File: src/rtl/booth_mult_arbiter.sv
// Sequential radix-2 Booth multiplier shared by two requesters under round-robin arbitration.
// Latency: done is high WIDTH cycles after the grant edge. Later requests wait while busy (no preemption).
module booth_mult_arbiter #(
  parameter int WIDTH = 4
) (
  input  logic               clk,
  input  logic               rst_n,
  input  logic               req0,
  input  logic [WIDTH-1:0]   a0,
  input  logic [WIDTH-1:0]   b0,
  input  logic               req1,
  input  logic [WIDTH-1:0]   a1,
  input  logic [WIDTH-1:0]   b1,
  output logic               done0,
  output logic               done1,
  output logic [2*WIDTH-1:0] p,
  output logic               busy,
  output logic               owner
);

  localparam int CW = $clog2(WIDTH + 1);

  typedef enum logic [1:0] {IDLE, RUN, DONE} state_t;

  state_t           state, state_nxt;
  logic             last;
  logic             gnt, start, finish;
  logic [WIDTH:0]   m, acc, sum, acc_nxt;
  logic [WIDTH-1:0] q, q_nxt;
  logic             q0;
  logic [CW-1:0]    cnt, cnt_nxt;

  always_ff @(posedge clk or negedge rst_n) begin
    if (!rst_n) state <= IDLE;
    else        state <= state_nxt;
  end

  // Requester 1 wins when alone, or when both ask and requester 0 was served last.
  always_comb begin
    state_nxt = state;
    start     = 1'b0;
    finish    = 1'b0;
    gnt       = req1 & (~req0 | ~last);
    case (state)
      IDLE: if (req0 | req1) begin
        start     = 1'b1;
        state_nxt = RUN;
      end
      RUN: if (cnt_nxt == '0) begin
        finish    = 1'b1;
        state_nxt = DONE;
      end
      DONE:    state_nxt = IDLE;
      default: state_nxt = IDLE;
    endcase
  end

  // One Booth step: conditional add/subtract, then arithmetic shift of {acc,q,q0}.
  always_comb begin
    case ({q[0], q0})
      2'b10:   sum = acc - m;
      2'b01:   sum = acc + m;
      default: sum = acc;
    endcase
    acc_nxt = {sum[WIDTH], sum[WIDTH:1]};
    q_nxt   = {sum[0], q[WIDTH-1:1]};
    cnt_nxt = cnt - CW'(1);
  end

  always_ff @(posedge clk or negedge rst_n) begin
    if (!rst_n) begin
      last  <= 1'b1;
      owner <= 1'b0;
      m     <= '0;
      acc   <= '0;
      q     <= '0;
      q0    <= 1'b0;
      cnt   <= '0;
      p     <= '0;
      done0 <= 1'b0;
      done1 <= 1'b0;
    end else begin
      done0 <= 1'b0;
      done1 <= 1'b0;
      if (start) begin
        owner <= gnt;
        last  <= gnt;
        m     <= gnt ? {a1[WIDTH-1], a1} : {a0[WIDTH-1], a0};
        q     <= gnt ? b1 : b0;
        acc   <= '0;
        q0    <= 1'b0;
        cnt   <= CW'(WIDTH);
      end else if (state == RUN) begin
        acc <= acc_nxt;
        q   <= q_nxt;
        q0  <= q[0];
        cnt <= cnt_nxt;
        if (finish) begin
          p     <= {acc_nxt[WIDTH-1:0], q_nxt};
          done0 <= ~owner;
          done1 <= owner;
        end
      end
    end
  end

  assign busy = (state != IDLE);

endmodule

File: config.mk
export PLATFORM = sky130hd
export DESIGN_NAME = booth_mult_arbiter
export DESIGN_NICKNAME = d
export VERILOG_FILES = /design/src/rtl/booth_mult_arbiter.sv
export SDC_FILE = /design/constraint.sdc
export NUM_CORES = 1
export LEC_CHECK = 0
export CAP_MARGIN = 20
export CORE_UTILIZATION = 29
export DETAILED_ROUTE_END_ITERATION = 7
export PLACE_DENSITY = 0.53
export SLEW_MARGIN = 0
export SYNTH_ARGS = -nofsm -noshare
export SYNTH_HDL_FRONTEND = slang
export SYNTH_SLANG_ARGS = --single-unit
File: constraint.sdc
create_clock -name clk -period 2.5 [get_ports clk]
set_clock_uncertainty 0.15 [all_clocks]
set_input_delay 0.5 -clock clk [delete_from_list [all_inputs] [get_ports clk]]
set_output_delay 0.5 -clock clk [all_outputs]
set_load 0.005 [all_outputs]
==> Yosys cells after proc, flatten, opt, wreduce, memory -nomap -nowiden <==
Cells that the tools add are included.
{ "word_totals": {"register_bits": 32, "elab_cells": 56} }
{ "op_classes": {"reduce_logical": 6, "eq_ne": 5, "n_mux": 24, "add_sub_neg": 3, "n_bitwise": 7} }
{ "op_table": {"columns": ["cell", "count"], "rows": [
  ["5-bit two-way mux", 3],
  ["1-bit two-way mux", 12],
  ["4-bit two-way mux", 3],
  ["5-bit case mux with 2 select lines", 1],
  ["3-bit two-way mux", 2],
  ["5-bit adder", 1],
  ["5-bit subtractor", 1],
  ["2-bit by 1-bit == test with 1-bit output, second input constant", 2],
  ["2-bit two-way mux", 2],
  ["2-bit != test, second input constant", 2],
  ["1-bit NOT", 4],
  ["2-bit case mux with 2 select lines", 1],
  ["2-bit nonzero test", 2],
  ["3-bit logical NOT", 1],
  ["3-bit AND reduction", 1],
  ["3-bit by 1-bit subtractor with 3-bit output, second input constant", 1],
  ["2-bit == test, second input constant", 1],
  ["2-bit logical NOT", 1],
  ["1-bit bitwise OR", 2],
  ["2-bit AND reduction", 1],
  ["1-bit bitwise AND", 1]
]} }

==> Longest topological paths before layout <==
{ "depth": {"ltp_word": 7, "ltp_mapped": 10, "depth_no_buf": 10} }

==> Worst setup path after synthesis <==
No wires, ideal clock.
{ "synth_path": {"kind": "register -> register", "startpoint": "register q[0]", "endpoint": "register acc[3]", "arrival_time_ps": 2180, "n_path_buf": 0, "period_less_slack_ps": 2465, "path_stages_with_launch": 10, "setup_slack_ps": 35, "path_cell_list": "dfrtp_1 > inv_1 > ha_1 > mux2_2 > fa_1 > a21o_1 > a21oi_1 > xnor2_1 > o311ai_1 > o41ai_1"} }
{ "synth_via": {"elab_chain_len": 4, "word_cells_on_any_way": 5, "classes_between": "eq/ne: 2; mux: 3"} }
{ "synth_lines": {"columns": ["item", "line_no", "text"], "rows": [
  ["from (decl)", "29", "logic [WIDTH-1:0] q, q_nxt;"],
  ["from (signal assigned)", "89", "q <= gnt ? b1 : b0;"],
  ["from (signal assigned)", "95", "q <= q_nxt;"],
  ["2-bit by 1-bit == test with 1-bit output / 2-bit == test (equally long branches)", "60", "case ({q[0], q0})"],
  ["5-bit case mux with 2 select lines (*)", "60", null],
  ["5-bit two-way mux (*)", "93", "end else if (state == RUN) begin"],
  ["5-bit two-way mux (*)", "85", "if (start) begin"],
  ["to (signal assigned)", "94", "acc <= acc_nxt;"],
  ["to (decl)", "28", "logic [WIDTH:0] m, acc, sum, acc_nxt;"]
]} }
Every way passes the cells marked *; elsewhere a longest branch is shown, timed or not. The select of a mux whose other input is x is not followed.
A chain may end at the register's enable or synchronous reset.

==> Worst setup path after layout <==
{ "layout_path": {"startpoint": "register m[0]", "endpoint": "register acc[3]"} }
{ "layout_via": {"elab_chain_len": 4, "word_cells_on_any_way": 5, "classes_between": "add/sub: 2; mux: 3"} }
{ "layout_lines": {"columns": ["item", "line_no", "text"], "rows": [
  ["from (decl)", "28", null],
  ["from (signal assigned)", "88", "m <= gnt ? {a1[WIDTH-1], a1} : {a0[WIDTH-1], a0};"],
  ["5-bit adder / 5-bit subtractor (equally long branches)", "62, 61", null],
  ["5-bit case mux with 2 select lines (*)", "60", null],
  ["5-bit two-way mux (*)", "93", null],
  ["5-bit two-way mux (*)", "85", null]
]} }
Marks and branches as above.

==> results.md <==
* Status: complete, no violations
* IO Pins at 32
* CTS Buf Count at 5
* Max-slew violation count at 0
* Placer congestion estimate at between 0.7 and 0.8
* Top cells by area, synth: dfrtp_1 (45%), ha_1 (7.0%), mux2i_1 (5.6%)
* Clk root buf: clkbuf_8
* Count of different cell masters after synthesis at 39
* Fmax at 0.4092 GHz
* First-pass DRT Iterations at 4
* N_diodes at 0
* Input/output buffers at 31
* Synthesis-stage register bit count at 30
* Relative slew margins at 61.59%
* Buf/Inv on CP at 1
* Worst EP required at approximately 2.5 ns
* P&R area growth vs syn at 39.83%
* GRT overflow at 0
* Leak at between 1 and 1.5 nW
* Placed Cells at 268
* Initial DRC count at slightly below 50
* Worst skew pair latency at between 0.2 and 0.3 ns
* Mapped Cells at around 160
* Slowest CP cell: fa_2
* Critical path peak fanout at 3
* Crit path kind: flop to flop
* Worst IR Drop VDD at between 0.0004 and 0.0005 V
* RR Endpoint: acc[3]$_DFFE_PN0P_
* Syn Std Cell Area at ~0.0016 mm²
* Nets at roughly 240
* Final min period at ~2.4 ns
* Largest net degree at the start of global routing at 31
* Htree depth at 2
* Die width at ~76 µm
* DP Wirelength at about 2400 µm
* Final-report hold violation count at 0
* Critical R2R Launch: m[0]$_DFFE_PN0P_
* Leading area contributor after synthesis: dfrtp_1
* WL final at 3341 µm
* R2R setup slack at ~0.056 ns
* Maximum clock insertion buffer count at 2
* Net count after synthesis at 194
* Routed length per placed instance at 11.93 µm
* Initial antenna violation count at 0
* Crit-path max cell delay at approximately 0.35 ns
* Final std cells w/o fill at 280
* Critical Path Start Type: flop
* CORE AREA at around 0.0052 mm²
* Crit path capture type: flop
* Crit-path cells: inv_1 -> ha_1 -> mux2_4 -> fa_2 -> a21o_1 -> a21oi_2 -> xnor2_2 -> o311ai_1 -> o41ai_1
* Fillers at approximately 540
* Worst-Margin Slew at about 0.58 ns
* Vias in the first global route at between 1k and 1.5k
* Final ANT Viol Nets at 0
* Die Ht at around 76 µm
* Initial Utilization at between 30% and 40%
* Power per Cell Area at roughly 1500 mW/mm²
* CTS tree: done
* GRT Util Overall at roughly an eighth
* Syn_area_per_cell at around 9.8 µm²
* Row count at 26
* DRC at 0
* Critical path depth at 9
* Hold path endpoint: done0$_DFF_PN0_
* Worst reg-to-reg path cell count at 9
* RSZ-0062 raised after global routing: true
* Worst-path clk slew at roughly 0.060 ns
* Part of the Yosys area used for sequential elements at between 40% and 50%
* Fraction of layout cells with a size suffix above 1 at 17.62%
* Critical Path AT at ~2.5 ns
* Worst Hold Path Cells at 1
* CP Launch Point: m[0]$_DFFE_PN0P_
* Post-DP Area at 0.002028 mm²
* Synth warn at 0
* Hold Path Origin: owner$_DFFE_PN0P_
* Layout Cell Area excl Fill at roughly 0.0022 mm²
* Endpoints failing setup at 0
* Period Utilization, post-route at around 98%
* Die area at around 0.0058 mm²
* Clock sinks at 30
* Via-to-Cell Ratio at about 4.4
* First-pass GRT wire length at ~6000 µm
* Worst Hold Class: flop to flop
* Via count at 1231
* Crit path max-delay family: compound AO/OA/AOI/OAI gates
* Maxcap violations at 0
* Top cell type's share of synthesized area at between 40% and 50%
[area by class of cell]
type	instances	area, µm²	share of cell area, %
clock buffer	6	82.58	3.693
multi-input combinational	119	812.0	36.32
clock inverter	2	60.06	2.686
inverter	9	33.78	1.511
tap	70	87.58	3.917
sequential	30	752.0	33.63
timing repair buffer	44	407.9	18.24
[routing by layer]
metal | global-route usage [%] | share of wire (%) | vias up
li1 | - | - | 649
met2 | 19.28 | 44 | 31
met4 | 6.346 | 1.9 | 0
met5 | 0 | 0 | -
met1 | 17.91 | 49 | 547
met3 | 4.311 | 4.4 | 4
[sequential cells by signal, indices dropped and copies added (netlist names)]
name,cells
q0,1
acc,4
p,8
q,4
cnt,3
owner,1
done0,1
last,1
done1,1
m,4
state,2
[worst register-to-register path: cells and delay by family, from the launching register on]
kind,cells,cell delay [ns]
AO/OA/AOI/OAI,4,0.73
adder cells (fa/ha/maj),2,0.64
flip-flops,1,0.34
multiplexers,1,0.29
XOR/XNOR,1,0.11
buffers and inverters,1,0.05
[placed cells by master (no fill, tap or decap), types with 6 or more instances in the layout]
cell type	Yosys	layout
clkdlybuf4s50_1	0	31
dfrtp_1	29	29
nand2_1	24	24
nor2_1	15	14
o21ai_0	14	13
buf_4	1	13
mux2i_1	9	9
a21oi_1	10	9
ha_1	9	8
inv_1	7	6
clkbuf_8	0	6
[per-stage QoR]
step                setup slack (ns)  setup TNS [ns]  power [W]  hold WS [ns]  util [%]
floorplan                    0.03496               0   0.001970       0.05441         -
global placement             0.03923               0   0.002448        0.3003     38.97
detailed placement          0.008368               0   0.002479        0.3105     38.97
CTS                         0.003224               0   0.003213        0.3196     42.26
global route                -0.03664        -0.03664   0.003599        0.3453     42.96
finish                       0.05601               0   0.003285        0.3206     42.96
[how the worst max path moves through the flow]
stage | end | slack (ns)
after floorplan | acc[3]$_DFFE_PN0P_ | 0.03
after global placement | acc[3]$_DFFE_PN0P_ | 0.04
after detailed placement | acc[3]$_DFFE_PN0P_ | 0.008
after CTS | acc[3]$_DFFE_PN0P_ | 0.003
after global routing | acc[3]$_DFFE_PN0P_ | -0.04
final | acc[3]$_DFFE_PN0P_ | 0.06
[synthesized netlist by cell type]
library cell	instances
o221ai_1	1
a21o_1	2
a22oi_1	1
nand2b_1	3
a221oi_2	1
and2b_1	1
nor2_2	1
clkbuf_1	2
o311ai_1	1
dfstp_2	1
o21a_1	1
buf_6	1
o21ai_0	14
nand2_1	24
dfrtp_1	29
a21boi_1	1
nand3_2	1
o41ai_1	1
a22o_1	1
mux2_4	1
nor3_1	3
nor2_1	15
and2_1	1
a31oi_1	3
buf_4	1
a21oi_1	10
o22ai_1	1
ha_1	9
buf_2	2
mux2i_1	9
fa_1	1
or2_0	1
o21ai_1	1
mux2_2	2
xor2_1	3
xnor2_1	3
inv_1	7
nand3_1	2
inv_2	2
[cells by family after synthesis]
| kind of cell | after synthesis | synth area share (%) |
|---|---|---|
| AO/OA/AOI/OAI | 39 | 14.87 |
| XOR/XNOR | 6 | 3.287 |
| flip-flops | 30 | 47.03 |
| multiplexers | 12 | 7.981 |
| buffers and inverters | 15 | 4.383 |
| adder cells (fa/ha/maj) | 10 | 8.294 |
| AND/OR/NAND/NOR | 52 | 14.16 |
[report_power, final]
| group | leakage [nW] | internal, W | switching [W] |
|---|---|---|---|
| clock | 0.0714 | 0.000425 | 0.000186 |
| sequential | 0.374 | 0.000720 | 0.000178 |
| combinational | 0.583 | 0.000920 | 0.000856 |
| total | 1.03 | 0.00206 | 0.00122 |
[what timing repair did]
item	CTS	global route
buffers inserted	2	2
endpoints found under the setup margin	1	4
pin swaps	4	8
gates cloned	0	0
hold buffers	0	0
resized for setup	3	7
No activity file was read; power rests on OpenSTA's default activity.
